$ cat src/rtl/sseg_display_arbiter.sv
// Shares the 8-digit seven-segment display between blinking base digits and
// two one-shot message requesters (A/B) with round-robin tie-breaking.
module sseg_display_arbiter #(
   parameter int HOLD_TICKS = 4
) (
   input  logic        clk,
   input  logic        reset,
   input  logic        tick,
   input  logic [47:0] base_digits,
   input  logic [7:0]  blink_mask,
   input  logic        req_a,
   input  logic [47:0] msg_a,
   input  logic        req_b,
   input  logic [47:0] msg_b,
   input  logic        cancel,
   output logic        gnt_a,
   output logic        gnt_b,
   output logic        busy,
   output logic [5:0]  l0,
   output logic [5:0]  l1,
   output logic [5:0]  l2,
   output logic [5:0]  l3,
   output logic [5:0]  l4,
   output logic [5:0]  l5,
   output logic [5:0]  l6,
   output logic [5:0]  l7
);

   localparam int HOLD_EFF = (HOLD_TICKS < 1) ? 1 : HOLD_TICKS;
   localparam int CW = $clog2(HOLD_EFF + 1);
   localparam logic [CW-1:0] HOLD_LIM = CW'(HOLD_EFF);

   typedef enum logic [1:0] {IDLE, SHOW_A, SHOW_B} state_t;

   state_t        state_q, state_d;
   logic          phase_q, phase_d;
   logic [CW-1:0] cnt_q, cnt_d;
   logic          last_b_q, last_b_d;
   logic          holdoff_q, holdoff_d;
   logic          busy_q, busy_d;
   logic [47:0]   msg_q, msg_d;
   logic [47:0]   l_q, l_d;
   logic [47:0]   base_view;
   logic          win_a, win_b;

   always_comb begin
      base_view = base_digits;
      for (int k = 0; k < 8; k++)
         if (phase_q && blink_mask[k]) base_view[6*k+5] = 1'b0;
   end

   always_comb begin
      state_d   = state_q;
      phase_d   = phase_q;
      cnt_d     = cnt_q;
      last_b_d  = last_b_q;
      holdoff_d = 1'b0;
      msg_d     = msg_q;
      l_d       = base_view;
      win_a     = 1'b0;
      win_b     = 1'b0;
      case (state_q)
         IDLE: begin
            if (tick) phase_d = ~phase_q;
            // First IDLE cycle after a message always shows base digits.
            if (!holdoff_q) begin
               if (req_a && (!req_b || last_b_q)) win_a = 1'b1;
               else if (req_b)                    win_b = 1'b1;
            end
            if (win_a) begin
               state_d  = SHOW_A;
               msg_d    = msg_a;
               l_d      = msg_a;
               last_b_d = 1'b0;
               cnt_d    = '0;
            end else if (win_b) begin
               state_d  = SHOW_B;
               msg_d    = msg_b;
               l_d      = msg_b;
               last_b_d = 1'b1;
               cnt_d    = '0;
            end
         end
         SHOW_A, SHOW_B: begin
            l_d = msg_q;
            if (cancel || (tick && (cnt_q >= HOLD_LIM - 1'b1))) begin
               state_d   = IDLE;
               cnt_d     = '0;
               phase_d   = 1'b0;
               holdoff_d = 1'b1;
            end else if (tick) begin
               cnt_d = cnt_q + 1'b1;
            end
         end
         default: begin
            state_d = IDLE;
            cnt_d   = '0;
            phase_d = 1'b0;
         end
      endcase
      busy_d = (state_d != IDLE);
   end

   always_ff @(posedge clk or negedge reset) begin
      if (!reset) begin
         state_q   <= IDLE;
         phase_q   <= 1'b0;
         cnt_q     <= '0;
         last_b_q  <= 1'b1;
         holdoff_q <= 1'b0;
         busy_q    <= 1'b0;
         msg_q     <= '0;
         l_q       <= '0;
      end else begin
         state_q   <= state_d;
         phase_q   <= phase_d;
         cnt_q     <= cnt_d;
         last_b_q  <= last_b_d;
         holdoff_q <= holdoff_d;
         busy_q    <= busy_d;
         msg_q     <= msg_d;
         l_q       <= l_d;
      end
   end

   // Grants are Mealy pulses in the deciding cycle; masked while in reset.
   assign gnt_a = win_a & reset;
   assign gnt_b = win_b & reset;
   assign busy  = busy_q;
   assign l0 = l_q[5:0];
   assign l1 = l_q[11:6];
   assign l2 = l_q[17:12];
   assign l3 = l_q[23:18];
   assign l4 = l_q[29:24];
   assign l5 = l_q[35:30];
   assign l6 = l_q[41:36];
   assign l7 = l_q[47:42];

endmodule
$ cat config.mk
export PLATFORM = sky130hd
export DESIGN_NAME = sseg_display_arbiter
export DESIGN_NICKNAME = d
export VERILOG_FILES = /design/src/rtl/sseg_display_arbiter.sv
export SDC_FILE = /design/constraint.sdc
export NUM_CORES = 1
export LEC_CHECK = 0
export ABC_AREA = 1
export ABC_CLOCK_PERIOD_IN_PS = 1670
export BUFFER_PORTS_ARGS = -buffer_cell sky130_fd_sc_hd__buf_2
export CORE_ASPECT_RATIO = 0.8
export CORE_MARGIN = 5
export CORE_UTILIZATION = 40
export CTS_BUF_LIST = sky130_fd_sc_hd__clkbuf_8
export DETAILED_ROUTE_END_ITERATION = 16
export GPL_TIMING_DRIVEN = 0
export PLACE_DENSITY = 0.66
export SETUP_SLACK_MARGIN = 0.15
export SYNTH_ARGS = -nofsm -noshare
export SYNTH_HDL_FRONTEND = slang
export SYNTH_SLANG_ARGS = --single-unit
export TNS_END_PERCENT = 30
$ cat constraint.sdc
create_clock -name clk -period 1.67 [get_ports clk]
set_input_delay 0.2505 -clock clk [delete_from_list [all_inputs] [get_ports clk]]
set_output_delay 0.2505 -clock clk [all_outputs]
set_load 0.02 [all_outputs]
Word level (Yosys, flattened, before mapping):

Index checks and enable logic that the tools add are counted.

* register bits: 105
* input bits: 158
* output and inout port bits: 51
* word-level logic and storage cells: 77

* add/subtract/negate cells: 1
* $lt $le $gt $ge: 1
* equal/unequal tests: 6
* mux-type cells: 38
* bitwise gates (word level): 3
* reductions and logical operators: 20

Operator list (count)
* two-way mux 48 bit: 4
* case mux 48 bit (2 select lines): 1
* two-way mux 1 bit: 23
* two-way mux 3 bit: 4
* logical AND 1 bit: 10
* two-way mux 2 bit: 3
* case mux 3 bit (2 select lines): 1
* AND reduction 2 bit: 3
* != test 2 bit, second input constant: 2
* case mux 2 bit (2 select lines): 1
* nonzero test 2 bit: 2
* adder 3 x 1 -> 3 bit, second input constant: 1
* greater-or-equal comparator 3 x 2 -> 1 bit, second input constant: 1
* != test 3 x 1 -> 1 bit, second input constant: 1
* != test 3 bit, second input constant: 1
* AND 1 bit: 2
* equality test 2 x 1 -> 1 bit, second input constant: 1
* equality test 2 bit, second input constant: 1
* zero test 2 bit: 1
* logical OR 1 bit: 2
* case mux 1 bit (2 select lines): 1
* OR reduction 2 bit: 1
* zero test 1 bit: 1
* inverter 1 bit: 1

Depth between registers and ports, before layout:

* depth after elaboration: 10
* gate-level depth with buffers: 11
* gate-level depth less buffers: 10

Least setup slack after synthesis:

No wires, ideal clock.

* kind: reg2out
* start: register state_q[0]
* end: output gnt_b
* arrival time: 1.431 ns
* data required time: 1.419 ns
* setup slack: -0.011 ns
* cell stages (with the launch flop): 7
* path buffers: 2
* path through: dfrtp_1 -> inv_1 -> ha_1 -> buf_2 -> nand3_1 -> clkbuf_1 -> nor2_1

* word-level cells in the longest chain between the ends: 3

RTL lines
* start, declared: line 35 `state_t state_q, state_d;`
* start signal, assigned: line 115 `state_q <= state_d;`
* zero test 2 bit: line 62 `case (state_q)`
* two-way mux 1 bit: line 62
* AND 1 bit: line 128 `assign gnt_b = win_b & reset;`
* end, declared: line 17 `output logic gnt_b,`

Every way passes these cells.

Final worst setup path:

* start: register last_b_q
* end: output gnt_a

* word-level cells in the longest chain between the ends: 7

RTL lines
* start, declared: line 38 `logic last_b_q, last_b_d;`
* start signal, assigned: line 118 `last_b_q <= last_b_d;`
* logical OR 1 bit: line 67 `if (req_a && (!req_b || last_b_q)) win_a = 1'b1;`
* logical AND 1 bit: line 67
* two-way mux 1 bit: line 67
* two-way mux 1 bit: line 66 `if (!holdoff_q) begin`
* two-way mux 1 bit (2 in a row): line 62
* AND 1 bit: line 127 `assign gnt_a = win_a & reset;`
* end, declared: line 16 `output logic gnt_a,`

Every way passes these cells. The select of a mux whose other input is x is not followed.

==> impl_metrics.toml <==
[grt]
grt_pass1_wl_um = 35100
grt_antenna_before_repair = 0
grt_pass1_vias = 6571
grt.total_usage_pct = 25.3
grt_start_max_net_pins = 65
grt_overflow = 0

[power]
vdd_drop_max_mv = 0.742
leakage_component_of_the_power_nw = 5.21
cellPowerDensity_nw_per_um2 = 1750

[setup_path]
crit_path_end_kind = "output port"
critical_path.reg2reg.startpoint = "last_b_q"
critical_path.cell_chain = "inv_2 -> nand2_4 -> nand3_4 -> inv_4 -> nand2_4 -> clkbuf_16 -> nor2_4 -> buf_6"
crit_top_cell = "sky130_fd_sc_hd__nand2_4"
cpMaxStageDelayCell = "sky130_fd_sc_hd__dfstp_2"
worstPathMaxFanout = 2
crit_type = "flip-flop to output port"
crit_arrival_ns = 1.62
max_stage_delay_ns = 0.54
endpoint_required_time_on_the_critical_path_ns = 1.42
crit_path_start_kind = "flip-flop"
crit_start = "last_b_q"

[timing]
fin_crit_ns = 1.87
max_slew.worst_pin.slew_ns = 0.788
finalClockSkew_ns = 0.0113
max_freq_mhz = 533
rsz0062_at_grt = "true"
timing_hold_violations_final = 42
layout_setup_ws_ns = -0.205
period_share_pct = 112
setup-violations-final = 90
max_slew_margin_pct = 47.5
final-max-slew-violation-count = 0
finalHoldWorstSlack_ns = -0.236

[route]
post-route-drc-count = 0
via_per_inst = 5.07
drt_iter0_markers = 499
wl_per_cell_um = 16.8
drt_first_pass_iters = 5
postRouteWirelength_um = 23000
dr_total_vias = 6930
drtAntennaViolNets = 0

[placement]
hpwl_um = 15200
gp_routability_congestion = 0.836
detailedPlace.worstSlack_ns = -0.275
dpl.cell_count = 1311
detailed_place.area_um2 = 7370
port_buffers = 208

[yosys]
syn-instance-count = 913
syn-num-nets = 1075
synth.ff_latch_count = 105
ys_async_sr_fraction_pct = 100
yosysSeqAreaShare_pct = 43.5
synth_top_cell_area_share_pct = 43.1
synth_most_common_cell = "sky130_fd_sc_hd__nand2_1"
number_of_enable_flip_flop_cells_after_synthesis = 0
synth_common_cells = "sky130_fd_sc_hd__nand2_1 (505), sky130_fd_sc_hd__nand3_1 (147), sky130_fd_sc_hd__dfrtp_1 (104)"
yosys_most_used_dff = "sky130_fd_sc_hd__dfrtp_1"
avgSynthCellArea_um2 = 6.62
yosys.area.top_type = "sky130_fd_sc_hd__dfrtp_1"
synth.top_cells.by_area = "sky130_fd_sc_hd__dfrtp_1 (43%), sky130_fd_sc_hd__nand2_1 (31%), sky130_fd_sc_hd__nand3_1 (12%), sky130_fd_sc_hd__inv_1 (3.5%), sky130_fd_sc_hd__buf_2 (2.1%)"
synthDistinctLibCells = 22
syn-cell-area_um2 = 6040
yosys_warnings = 0

[die]
placement_rows = 40
design.portCount = 209
core_um2 = 14900
die_w_um = 147
effective_utilization_at_floorplan_pct = 40.5
die_h_um = 120
die_area_um2 = 17700

[cts]
htree_levels = 3
tritoncts = "yes"
cts_root_buf = "sky130_fd_sc_hd__clkbuf_8"
cts_buffers = 9
clockBufferDepth = 2
clk-insertion-delay-late_ns = 0.39
tritoncts_sink_count = 105
path_clk_slew_ns = 0.10

[status]
violations = "negative hold slack, negative setup slack"
run_status = "complete, but fails checks"

[finish]
drive_gt1_share_pct = 35.3
final_cell_count_no_fill = 1367
net_count_final = 1338
layout.cell_area.non_filler_um2 = 8730
nFillCells = 1442
n_antenna_cell = 0
area_delta_synth_final_pct = 44.4

[min_path]
worst_hold_path_type = "input pin to asynchronous set/reset pin"

[flow_run]
drv_cap = 0
==> where the power goes <==
part           internal, mW  total [mW]  switching (mW)
clock                 0.638        1.51           0.874
sequential             3.76        4.22           0.465
combinational          3.80        9.58            5.78
total                  8.19        15.3            7.11
==> registers in the layout, summed over array words and instances, names as in the netlist <==
register and flops:
l_q 48, msg_q 48, cnt_q 3, state_q 2
busy 1, holdoff_q 1, last_b_q 1, phase_q 1
==> metrics by stage <==
step	power (mW)	setup TNS, ns	util, %
4_1_cts	14.7	-6.24	55.9
5_1_grt	16.4	-17.07	58.5
3_3_place_gp	11.6	-124.97	49.2
2_1_floorplan	9.20	0	-
6_report	15.3	-9.39	58.5
3_5_place_dp	11.7	-16.66	49.4
==> critical path: cells and delay by family, from the launching register on <==
family,cells,cell delay [ns]
AND/OR/NAND/NOR,4,0.29
flip-flops,1,0.54
buffers and inverters,4,0.41
==> final timing paths <==
path	endpoint	slack [ns]	cells after the start
setup / recovery	gnt_a	-0.20	8
hold / removal	l_q[16]	-0.24	1
setup reg to reg	l_q[15]	-0.20	15
hold reg to reg	cnt_q[2]	0.51	2
max in group asynchronous	last_b_q	1.19	2
min in group clk	l_q[2]	0.05	3
==> cells in the final DEF (no fill, tap or decap) <==
cell	instances
sky130_fd_sc_hd__a21boi_0	8
sky130_fd_sc_hd__a21oi_1	1
sky130_fd_sc_hd__buf_12	13
sky130_fd_sc_hd__buf_16	4
sky130_fd_sc_hd__buf_2	211
sky130_fd_sc_hd__buf_4	31
sky130_fd_sc_hd__buf_6	21
sky130_fd_sc_hd__buf_8	9
sky130_fd_sc_hd__bufbuf_16	1
sky130_fd_sc_hd__clkbuf_1	6
sky130_fd_sc_hd__clkbuf_16	3
sky130_fd_sc_hd__clkbuf_2	8
sky130_fd_sc_hd__clkbuf_4	3
sky130_fd_sc_hd__clkbuf_8	12
sky130_fd_sc_hd__clkinvlp_4	1
sky130_fd_sc_hd__dfrtp_1	104
sky130_fd_sc_hd__dfstp_2	1
sky130_fd_sc_hd__ha_1	3
sky130_fd_sc_hd__ha_4	1
sky130_fd_sc_hd__inv_1	54
sky130_fd_sc_hd__inv_2	8
sky130_fd_sc_hd__inv_4	1
sky130_fd_sc_hd__nand2_1	455
sky130_fd_sc_hd__nand2_2	43
sky130_fd_sc_hd__nand2_4	11
sky130_fd_sc_hd__nand3_1	120
sky130_fd_sc_hd__nand3_2	26
sky130_fd_sc_hd__nand3_4	2
sky130_fd_sc_hd__nand3b_1	1
sky130_fd_sc_hd__nor2_1	6
sky130_fd_sc_hd__nor2_2	1
sky130_fd_sc_hd__nor2_4	3
sky130_fd_sc_hd__o21ai_0	3
sky130_fd_sc_hd__o21ai_1	1
sky130_fd_sc_hd__or2_2	2
==> layout make-up <==
| class | count | area, um^2 | area share (%) |
|---|---|---|---|
| timing repair buffer | 253 | 1630 | 18.7 |
| tap | 189 | 236 | 2.71 |
| buffer | 57 | 591 | 6.77 |
| sequential | 105 | 2630 | 30.1 |
| clock inverter | 1 | 3.75 | 0.0430 |
| inverter | 63 | 243 | 2.78 |
| clock buffer | 12 | 165 | 1.89 |
| multi-input combinational | 687 | 3230 | 37.0 |
==> kinds of logic after synthesis <==
logic type,after synthesis,synth area share (%)
flip-flops,105,43.5
AO/OA/AOI/OAI,13,1.41
adder cells (fa/ha/maj),4,0.828
buffers and inverters,121,9.09
AND/OR/NAND/NOR,670,45.2
==> layer usage <==
| layer | routed length (um) | GRT usage (%) |
|---|---|---|
| met4 | 431 | 6.64 |
| met5 | 0 | 0 |
| met1 | 9910 | 35.5 |
| met2 | 10600 | 38.8 |
| met3 | 2040 | 6.57 |
==> what timing repair did <==
action,CTS,global route
gates resized for setup,126,81
cloned,4,1
hold endpoints to repair,42,42
pin swaps,38,25
endpoints found under the setup margin,106,106
buffers inserted,26,13
No activity file was read; power rests on OpenSTA's default activity.
